### src/rtl/ntt_bf_sequencer.sv
// Butterfly address sequencer: buffers generator triples, issues RAM/ROM reads with
// read-after-write hazard stalls, and times the write-back. Define NTT_SEQ_PERF_EN to build stall_cycles.
module ntt_bf_sequencer #(
    parameter int WIDTH_ADDR_BUTTERFLY = 8,
    parameter int WIDTH_ADDR_ZETAS     = 7,
    parameter int FIFO_DEPTH           = 8,
    parameter int RD_LAT               = 1,
    parameter int BF_LAT               = 3
) (
    input  logic                            clk,
    input  logic                            rst,
    input  logic                            start,
    input  logic [WIDTH_ADDR_BUTTERFLY-1:0] gen_addr0,
    input  logic [WIDTH_ADDR_BUTTERFLY-1:0] gen_addr1,
    input  logic [WIDTH_ADDR_ZETAS-1:0]     gen_addr_tw,
    input  logic                            gen_valid,
    input  logic                            gen_finished,
    output logic                            rd_en,
    output logic [WIDTH_ADDR_BUTTERFLY-1:0] rd_addr0,
    output logic [WIDTH_ADDR_BUTTERFLY-1:0] rd_addr1,
    output logic [WIDTH_ADDR_ZETAS-1:0]     rd_addr_tw,
    output logic                            bf_in_valid,
    output logic                            wr_en,
    output logic [WIDTH_ADDR_BUTTERFLY-1:0] wr_addr0,
    output logic [WIDTH_ADDR_BUTTERFLY-1:0] wr_addr1,
    output logic                            busy,
    output logic                            done,
    output logic                            overflow,
    output logic [15:0]                     stall_cycles
);

    localparam int PTR_W    = $clog2(FIFO_DEPTH);
    localparam int PIPE_LEN = RD_LAT + BF_LAT;
    localparam logic [PTR_W:0] DEPTH_CNT = (PTR_W + 1)'(FIFO_DEPTH);
    localparam logic [PTR_W:0] PTR_INC   = (PTR_W + 1)'(1);

    typedef enum logic [1:0] {IDLE, RUN, DRAIN, DONE} state_t;

    state_t state_q, state_d;
    logic   fin_seen_q, fin_seen_d;
    logic   overflow_q, overflow_d;
    logic   clear_run;

    logic [WIDTH_ADDR_BUTTERFLY-1:0] fifo_a0_q [FIFO_DEPTH];
    logic [WIDTH_ADDR_BUTTERFLY-1:0] fifo_a1_q [FIFO_DEPTH];
    logic [WIDTH_ADDR_ZETAS-1:0]     fifo_tw_q [FIFO_DEPTH];
    logic [PTR_W:0]                  wr_ptr_q, rd_ptr_q;
    logic [PTR_W:0]                  fifo_count;
    logic                            fifo_empty, fifo_full;
    logic [WIDTH_ADDR_BUTTERFLY-1:0] head_a0, head_a1;
    logic [WIDTH_ADDR_ZETAS-1:0]     head_tw;

    logic                            pv_q  [1:PIPE_LEN];
    logic [WIDTH_ADDR_BUTTERFLY-1:0] pa0_q [1:PIPE_LEN];
    logic [WIDTH_ADDR_BUTTERFLY-1:0] pa1_q [1:PIPE_LEN];

    logic active, hazard, issue, push_req, push, drop, pipe_busy;

    assign fifo_count = wr_ptr_q - rd_ptr_q;
    assign fifo_empty = (fifo_count == '0);
    assign fifo_full  = (fifo_count == DEPTH_CNT);
    assign head_a0    = fifo_a0_q[rd_ptr_q[PTR_W-1:0]];
    assign head_a1    = fifo_a1_q[rd_ptr_q[PTR_W-1:0]];
    assign head_tw    = fifo_tw_q[rd_ptr_q[PTR_W-1:0]];

    assign active   = (state_q == RUN) || (state_q == DRAIN);
    assign issue    = active && !fifo_empty && !hazard;
    assign push_req = active && gen_valid;
    // A full FIFO still accepts a push when the head leaves in the same cycle.
    assign push     = push_req && (!fifo_full || issue);
    assign drop     = push_req && fifo_full && !issue;

    // The head must not read any address still travelling toward write-back,
    // including the stage whose write lands at the end of this cycle.
    always_comb begin
        hazard    = 1'b0;
        pipe_busy = 1'b0;
        for (int k = 1; k <= PIPE_LEN; k++) begin
            pipe_busy = pipe_busy | pv_q[k];
            if (pv_q[k] && ((head_a0 == pa0_q[k]) || (head_a0 == pa1_q[k]) ||
                            (head_a1 == pa0_q[k]) || (head_a1 == pa1_q[k]))) begin
                hazard = 1'b1;
            end
        end
    end

    always_comb begin
        state_d    = state_q;
        fin_seen_d = fin_seen_q;
        overflow_d = overflow_q | drop;
        clear_run  = 1'b0;
        case (state_q)
            IDLE: begin
                if (start) begin
                    state_d    = RUN;
                    fin_seen_d = 1'b0;
                    overflow_d = 1'b0;
                    clear_run  = 1'b1;
                end
            end
            RUN: begin
                if (gen_finished) fin_seen_d = 1'b1;
                if (fin_seen_q && fifo_empty) state_d = DRAIN;
            end
            DRAIN: begin
                if (!pipe_busy && fifo_empty) state_d = DONE;
            end
            DONE: state_d = IDLE;
            default: state_d = IDLE;
        endcase
    end

    always_ff @(posedge clk or posedge rst) begin
        if (rst) begin
            state_q    <= IDLE;
            fin_seen_q <= 1'b0;
            overflow_q <= 1'b0;
        end else begin
            state_q    <= state_d;
            fin_seen_q <= fin_seen_d;
            overflow_q <= overflow_d;
        end
    end

    always_ff @(posedge clk or posedge rst) begin
        if (rst) begin
            wr_ptr_q <= '0;
            rd_ptr_q <= '0;
            for (int i = 0; i < FIFO_DEPTH; i++) begin
                fifo_a0_q[i] <= '0;
                fifo_a1_q[i] <= '0;
                fifo_tw_q[i] <= '0;
            end
        end else if (clear_run) begin
            wr_ptr_q <= '0;
            rd_ptr_q <= '0;
        end else begin
            if (push) begin
                fifo_a0_q[wr_ptr_q[PTR_W-1:0]] <= gen_addr0;
                fifo_a1_q[wr_ptr_q[PTR_W-1:0]] <= gen_addr1;
                fifo_tw_q[wr_ptr_q[PTR_W-1:0]] <= gen_addr_tw;
                wr_ptr_q <= wr_ptr_q + PTR_INC;
            end
            if (issue) rd_ptr_q <= rd_ptr_q + PTR_INC;
        end
    end

    // Stage 1 captures the pair issued this cycle; nothing downstream can stall.
    always_ff @(posedge clk or posedge rst) begin
        if (rst) begin
            for (int k = 1; k <= PIPE_LEN; k++) begin
                pv_q[k]  <= 1'b0;
                pa0_q[k] <= '0;
                pa1_q[k] <= '0;
            end
        end else begin
            pv_q[1]  <= issue;
            pa0_q[1] <= issue ? head_a0 : '0;
            pa1_q[1] <= issue ? head_a1 : '0;
            for (int k = 2; k <= PIPE_LEN; k++) begin
                pv_q[k]  <= pv_q[k-1];
                pa0_q[k] <= pa0_q[k-1];
                pa1_q[k] <= pa1_q[k-1];
            end
        end
    end

`ifdef NTT_SEQ_PERF_EN
    logic [15:0] stall_q, stall_d;

    always_comb begin
        stall_d = stall_q;
        if (clear_run) begin
            stall_d = 16'd0;
        end else if (active && !fifo_empty && hazard && (stall_q != 16'hFFFF)) begin
            stall_d = stall_q + 16'd1;
        end
    end

    always_ff @(posedge clk or posedge rst) begin
        if (rst) stall_q <= 16'd0;
        else     stall_q <= stall_d;
    end

    assign stall_cycles = stall_q;
`else
    assign stall_cycles = 16'd0;
`endif

    assign rd_en       = issue;
    assign rd_addr0    = head_a0;
    assign rd_addr1    = head_a1;
    assign rd_addr_tw  = head_tw;
    assign bf_in_valid = pv_q[RD_LAT];
    assign wr_en       = pv_q[PIPE_LEN];
    assign wr_addr0    = pa0_q[PIPE_LEN];
    assign wr_addr1    = pa1_q[PIPE_LEN];
    assign busy        = (state_q != IDLE);
    assign done        = (state_q == DONE);
    assign overflow    = overflow_q;

endmodule

### config.mk
export PLATFORM = sky130hd
export DESIGN_NAME = ntt_bf_sequencer
export DESIGN_NICKNAME = d
export VERILOG_FILES = /design/src/rtl/ntt_bf_sequencer.sv
export SDC_FILE = /design/constraint.sdc
export NUM_CORES = 1
export LEC_CHECK = 0
export BUFFER_PORTS_ARGS = -buffer_cell sky130_fd_sc_hd__buf_2
export CAP_MARGIN = 10
export CORE_MARGIN = 8
export CORE_UTILIZATION = 40
export CTS_BUF_LIST = sky130_fd_sc_hd__clkbuf_8
export CTS_CLUSTER_DIAMETER = 120
export DETAILED_ROUTE_END_ITERATION = 12
export GPL_TIMING_DRIVEN = 0
export PLACE_DENSITY = 0.61
export SYNTH_ARGS = -nofsm -noshare
export SYNTH_HDL_FRONTEND = slang
export SYNTH_SLANG_ARGS = --single-unit
### constraint.sdc
create_clock -name clk -period 20.2 [get_ports clk]
set_input_delay 3.03 -clock clk [delete_from_list [all_inputs] [get_ports clk]]
set_output_delay 3.03 -clock clk [all_outputs]
set_load 0.01 [all_outputs]
* Yosys cells after proc, flatten, opt, wreduce, memory -nomap -nowiden *
Index checks and enable logic that the tools add are counted.

storage, ports and cells
  bits in registers = 264
  input bits = 28
  word-level logic and storage cells = 156
  output and inout port bits = 61

cells by class
  multiplexer cells = 37
  bitwise logic cells = 7
  magnitude comparators = 3
  $add $sub $neg = 3
  reductions and logical operators = 41
  eq/ne operators = 24

operators with widths
  kind                 number
  $bwmux 64            2
  $eq 8x8->1           16
  $bwmux 56            1
  $mux 8               7
  $bmux 8 s3           2
  $demux 8 s3          1
  $bmux 7 s3           1
  $demux 7 s3          1
  $mux 7               3
  $mux 4               4
  $logic_or 1x1->1     14
  $logic_and 1x1->1    13
  $mux 1               10
  $add 4x1->4 const B  2
  $ge 4x4->1 const B   2
  $not 3->4            2
  $pmux 2 s4           1
  $reduce_bool 2->1    4
  $mux 2               3
  $reduce_and 3->1     2
  $logic_not 1->1      5
  $eq 2x2->1 const B   2
  $eq 4x4->1 const B   1
  $logic_not 4->1      1
  other kinds (10)     15

* Longest topological paths before layout *
  word-level depth = 20
  depth in mapped cells = 17
  mapped depth without buffers = 12

* Least setup slack after synthesis *
OpenSTA, ideal clock, no wires.

  path type = register to output
  start = register rd_ptr_q[0]
  end = output port rd_en
  data required time = 17.170 ns
  cell stages (with the launch flop) = 14
  path buffers = 3
  setup slack = 14.248 ns
  arrival time = 2.922 ns
  cells stage by stage = dfrtp_1 buf_6 buf_8 mux4_1 nand2_1 nand2_2 xnor2_1 nand3_1 nor4_1 o41ai_2 nand3_1 or2_2 buf_2 inv_1

on the way
  longest elaborated chain between the ends = 15
  elaborated cells on any way between the ends = 49
  those cells by class = 1 x add/sub; 16 x eq/ne; 10 x mux; 1 x bitwise; 21 x reduce/logical

RTL lines
  element                                         RTL line  text
  from (decl)                                     47        logic [PTR_W:0] wr_ptr_q, rd_ptr_q;
  from (signal assigned)                          144       if (issue) rd_ptr_q <= rd_ptr_q + PTR_INC;
  $not 3->4 (implied by the code) (*)             62        assign head_a0 = fifo_a0_q[rd_ptr_q[PTR_W-1:0]];
  $bmux 8 s3 (*)                                  62
  $mux 8 (implied by the code) (*) (2 in series)  62
  via rd_addr0[7]                                 19        output logic [WIDTH_ADDR_BUTTERFLY-1:0] rd_addr0,
  $eq 8x8->1                                      80        if (pv_q[k] && ((head_a0 == pa0_q[k]) || (head_a0 == pa1_q[k]) ||
  $logic_or 1x1->1 (2 in series)                  80
  $logic_or 1x1->1                                81        (head_a1 == pa0_q[k]) || (head_a1 == pa1_q[k]))) begin
  $logic_and 1x1->1                               80
  $mux 1 (3 in series)                            80
  $mux 1 (*)                                      80
  $logic_not 1->1 (*)                             67        assign issue = active && !fifo_empty && !hazard;
  $logic_and 1x1->1 (*)                           67
  to (decl)                                       18        output logic rd_en,

The timed path passes the listed nets; every way through them passes the cells marked *. The select of a mux whose other input is x is not followed.

* Worst setup path in the final report *
  start = register rd_ptr_q[2]
  end = output port rd_en

on the way
  longest elaborated chain between the ends = 15
  elaborated cells on any way between the ends = 49
  those cells by class = 1 x add/sub; 16 x eq/ne; 10 x mux; 1 x bitwise; 21 x reduce/logical

RTL lines
  element                                     RTL line
  $not 3->4 (implied by the code)             62, 63
  $bmux 8 s3                                  62
  $mux 8 (implied by the code) (2 in series)  62
  $eq 8x8->1                                  80
  $logic_or 1x1->1 (2 in series)              80
  $logic_or 1x1->1                            81
  $logic_and 1x1->1                           80
  $mux 1 (4 in series)                        80
  $logic_not 1->1                             67
  $logic_and 1x1->1 (*)                       67

Mark *: on every way between the ends. The rest lies on a longest branch, timed or not. The select of a mux whose other input is x is not followed.

==> metrics.md <==
| Metric | Value |
|---|---|
| Status | `complete, no violations` |
| Die W | `197 um` |
| Clock-pin slew on the worst setup and hold paths | `60 ps` |
| Busiest grt layer | `met2` |
| Pwr Total | `2830 uW` |
| Slowest Stage Delay on Critical Path | `570 ps` |
| YS warnings | `0` |
| Initial Util | `40.5%` |
| Comb power frac | `51.4%` |
| Total of fill cells in the finished design | `2988` |
| Clock buffer count from CTS | `46` |
| Core area | `0.0324 sq mm` |
| Vias post-DR | `8665` |
| Final setup fails | `0` |
| Required @ worst endpoint | `17170 ps` |
| Switch Pwr | `1180 uW` |
| Hold/Removal Path Class | `reg -> reg` |
| EDFF count, synth | `0` |
| Clock Power Share | `18.0%` |
| Total GRT Usage | `19.1%` |
| Reg2Reg Setup Slack | `15750 ps` |
| Area Overhead vs Synth | `15.4%` |
| Maximum clock frequency | `0.128 GHz` |
| Root Buffer | `clkbuf_8` |
| Setup crit end | `rd_en` |
| Start point of the worst hold path | `pa0_q[21]` |
| Critical Path, Cell by Cell | `buf_2 > clkbuf_1 > nor2_1 > a22oi_1 > nand2_2 > xor2_1 > nand3_1 > nor4_1 > o41ai_2 > nand3_1 > or2_2 > buf_2 > inv_1 > buf_2` |
| Fin. max-slew vios | `0` |
| Instance count on the critical path | `14` |
| Htree depth | `2` |
| Crit share post-route | `38.7%` |
| Dpl hpwl | `24700 um` |
| Final antenna-violating net count | `0` |
| Gpl congestion | `0.822` |
| Setup_tns | `0 ps` |
| Crit path arrival time | `4780 ps` |
| Switch share | `41.6%` |
| Number of port buffers | `72` |
| Share of layout cells above drive strength 1 | `25.6%` |
| Crit Path Class | `reg -> out` |
| Mapped Cells | `1016` |
| Final WL | `37000 um` |
| Worst reg2reg startpoint | `rd_ptr_q[2]` |
| WL/cell | `22.7 um` |
| Slew margin rel. | `14.7%` |
| Die area | `0.0388 sq mm` |
| Peak VDD IR | `0.0779 mV` |
| Vias per Instance | `5.32` |
| RSZ-0062 raised after global routing | `no` |
| Placed cells | `1548` |
| Share of the synthesized area in the top cell type | `50.4%` |
| Clk_lat worst skew | `580 ps` |
| Cell class contributing the biggest share of worst-path delay | `simple AND/OR/NAND/NOR gates` |
| Final hold viol count | `0` |
| Main synth FF type | `dfrtp_1` |
| Multi-input gate area | `0.00562 sq mm` |
| Top cells by area, synth | `dfrtp_1 50%, o2bb2ai_1 11%, xor2_1 4.8%, xnor2_1 4.1%, mux4_2 3.8%` |
| Vias in the first global route | `9332` |
| Drt first-iter violations | `569` |
| Clk_skew | `44.6 ps` |
| Fin crit period | `7810 ps` |
| Num ports | `89` |
| Initial antenna violation count | `0` |
| CTS tree | `done` |
| Leakage | `0.00692 uW` |
| Met3 Use GR | `3.22%` |
| Mapped Area | `0.0131 sq mm` |
| Critical path endpoint category | `output port` |
| CTS-repair resized insts | `0` |
| Final std cells w/o fill | `1629` |
| Internal Power | `1650 uW` |
| Most frequent cell after synthesis | `dfrtp_1` |
| Die height | `197 um` |
| CP most frequent cell | `buf_2` |
| Power per cell area | `187 mW/mm^2` |
| Slowest CP cell | `o41ai_2` |
| Worst Setup SP | `rd_ptr_q[2]` |
| Number of DRC violations after detailed routing | `0` |
| Setup Buffers After CTS | `0` |
| Asr flop ratio synth | `100%` |
| # rows | `66` |
| Worst-Margin Slew | `1270 ps` |
| Nets | `1192` |
| Seq. cell area | `0.00661 sq mm` |
| Met1 usage | `25.4%` |
| MaxCap Viol Count | `0` |
| Global Route met2 Usage | `31.7%` |
| First-pass GRT wire length | `56800 um` |
| Crit path launch type | `flip-flop` |
| Count of cell types in the netlist | `50` |
| Layout Utilization | `46.7%` |
| TritonRoute pass-1 iters | `5` |
| WP buf/inv | `5` |
| Worst r2r dst | `fifo_a1_q[8]` |
| GRT overflow | `0` |
| Post-synthesis sequential area ratio | `50.4%` |
| Avg Inst Size Synth | `12.9 sq um` |
| Synth Register Bits | `264` |
| Antenna diodes | `0` |
| Sequential power share | `30.6%` |
| Clock sink total | `264` |
| Cell accounting for the most synthesized area | `dfrtp_1` |
| CTS Buffer Depth | `3` |
| R2R cell count | `15` |
| Critical Path Fanout Max | `10` |
| Largest net degree at the start of global routing | `128` |
| Top post-synthesis cells by count | `264 x dfrtp_1, 161 x o2bb2ai_1, 75 x nand2_1` |
| CTS Hold Bufs | `0` |
[worst min-delay path by stage]
| stage | to | slack [ps] | depth (start not counted) |
|---|---|---|---|
| finish | pa0_q[13] | 430 | 0 |
| floorplan | pv_q[1] | 390 | 0 |
| global route | wr_addr1[5] | 440 | 0 |
| global placement | pa1_q[21] | 420 | 0 |
| CTS | wr_addr1[5] | 430 | 0 |
| detailed placement | wr_addr1[5] | 420 | 0 |
[kinds of logic (layout without fill, tap and decap cells)]
family,after synthesis,in the layout,share of synthesized area [%]
mux,88,88,10.9
compound gates,207,207,13.6
xor+xnor,134,134,8.96
fa+ha+maj,10,10,0.955
simple gates,194,194,8.02
other cells,1,16,0.0286
flops,264,264,50.4
buf+inv,118,274,7.11
[metal layers]
metal	share of wire [%]	wire length, um
met4	2.5	911
met5	0	0
met3	5.1	1900
met1	45	16700
met2	47	17500
[layout make-up]
class                           count  area share [%]
Buffer                             96            5.61
Clock buffer                       62            5.65
Clock inverter                     19           0.811
Inverter                           22           0.596
Multi-Input combinational cell    649            37.2
Sequential cell                   264            43.7
Tap cell                          442            3.66
Timing Repair Buffer               75            2.80
[flip-flops by register name (all words and copies together) (netlist names)]
name / flops
pa1_q: 24
wr_addr1: 8
state_q: 2
fin_seen_q: 1
pv_q: 2
overflow: 1
fifo_tw_q: 56
fifo_a1_q: 64
bf_in_valid: 1
fifo_a0_q: 64
rd_ptr_q: 4
wr_ptr_q: 4
pa0_q: 24
wr_addr0: 8
wr_en: 1
[per-stage QoR]
stage / instance area (sq um) / hold slack (ps) / setup slack [ps]
3_5_place_dp: 14100 / 419 / 12940
5_1_grt: 15100 / 438 / 12210
4_1_cts: 15100 / 431 / 12350
3_3_place_gp: 14100 / 418 / 6890
6_report: 15100 / 433 / 12390
2_1_floorplan: 13200 / 392 / 9900
[cell usage in the layout (no fill, tap or decap), drive strengths merged]
cell type | synthesis | final
a21oi | 12 | 12
a21bo | 1 | 1
nand2 | 86 | 86
clkinv | 0 | 3
conb | 1 | 16
nor2 | 19 | 19
nor3 | 4 | 4
mux2 | 23 | 23
and3 | 3 | 3
o21ai | 4 | 4
clkinvlp | 0 | 1
o32a | 1 | 1
bufinv | 0 | 1
and2 | 11 | 11
or2 | 1 | 1
a31o | 2 | 2
mux2i | 34 | 34
nand3 | 45 | 45
a2bb2oi | 1 | 1
inv | 22 | 36
nand2b | 1 | 1
a22oi | 14 | 14
a21o | 2 | 2
mux4 | 31 | 31
nor4 | 17 | 17
ha | 10 | 10
xor2 | 72 | 72
nand4 | 2 | 2
o2bb2ai | 161 | 161
o21a | 4 | 4
dfrtp | 264 | 264
buf | 87 | 162
o41ai | 4 | 4
clkbuf | 9 | 71
nor2b | 5 | 5
xnor2 | 62 | 62
a221oi | 1 | 1
[power by group through the flow]
stage          clock, uW  combinational (uW)  sequential (uW)
5_1_grt              543                1580              888
3_5_place_dp           0                1460              868
4_1_cts              520                1470              862
6_report             511                1450              865
3_3_place_gp           0                1440              867
2_1_floorplan          0                1070              834
Power figures use the tool's default switching activity.
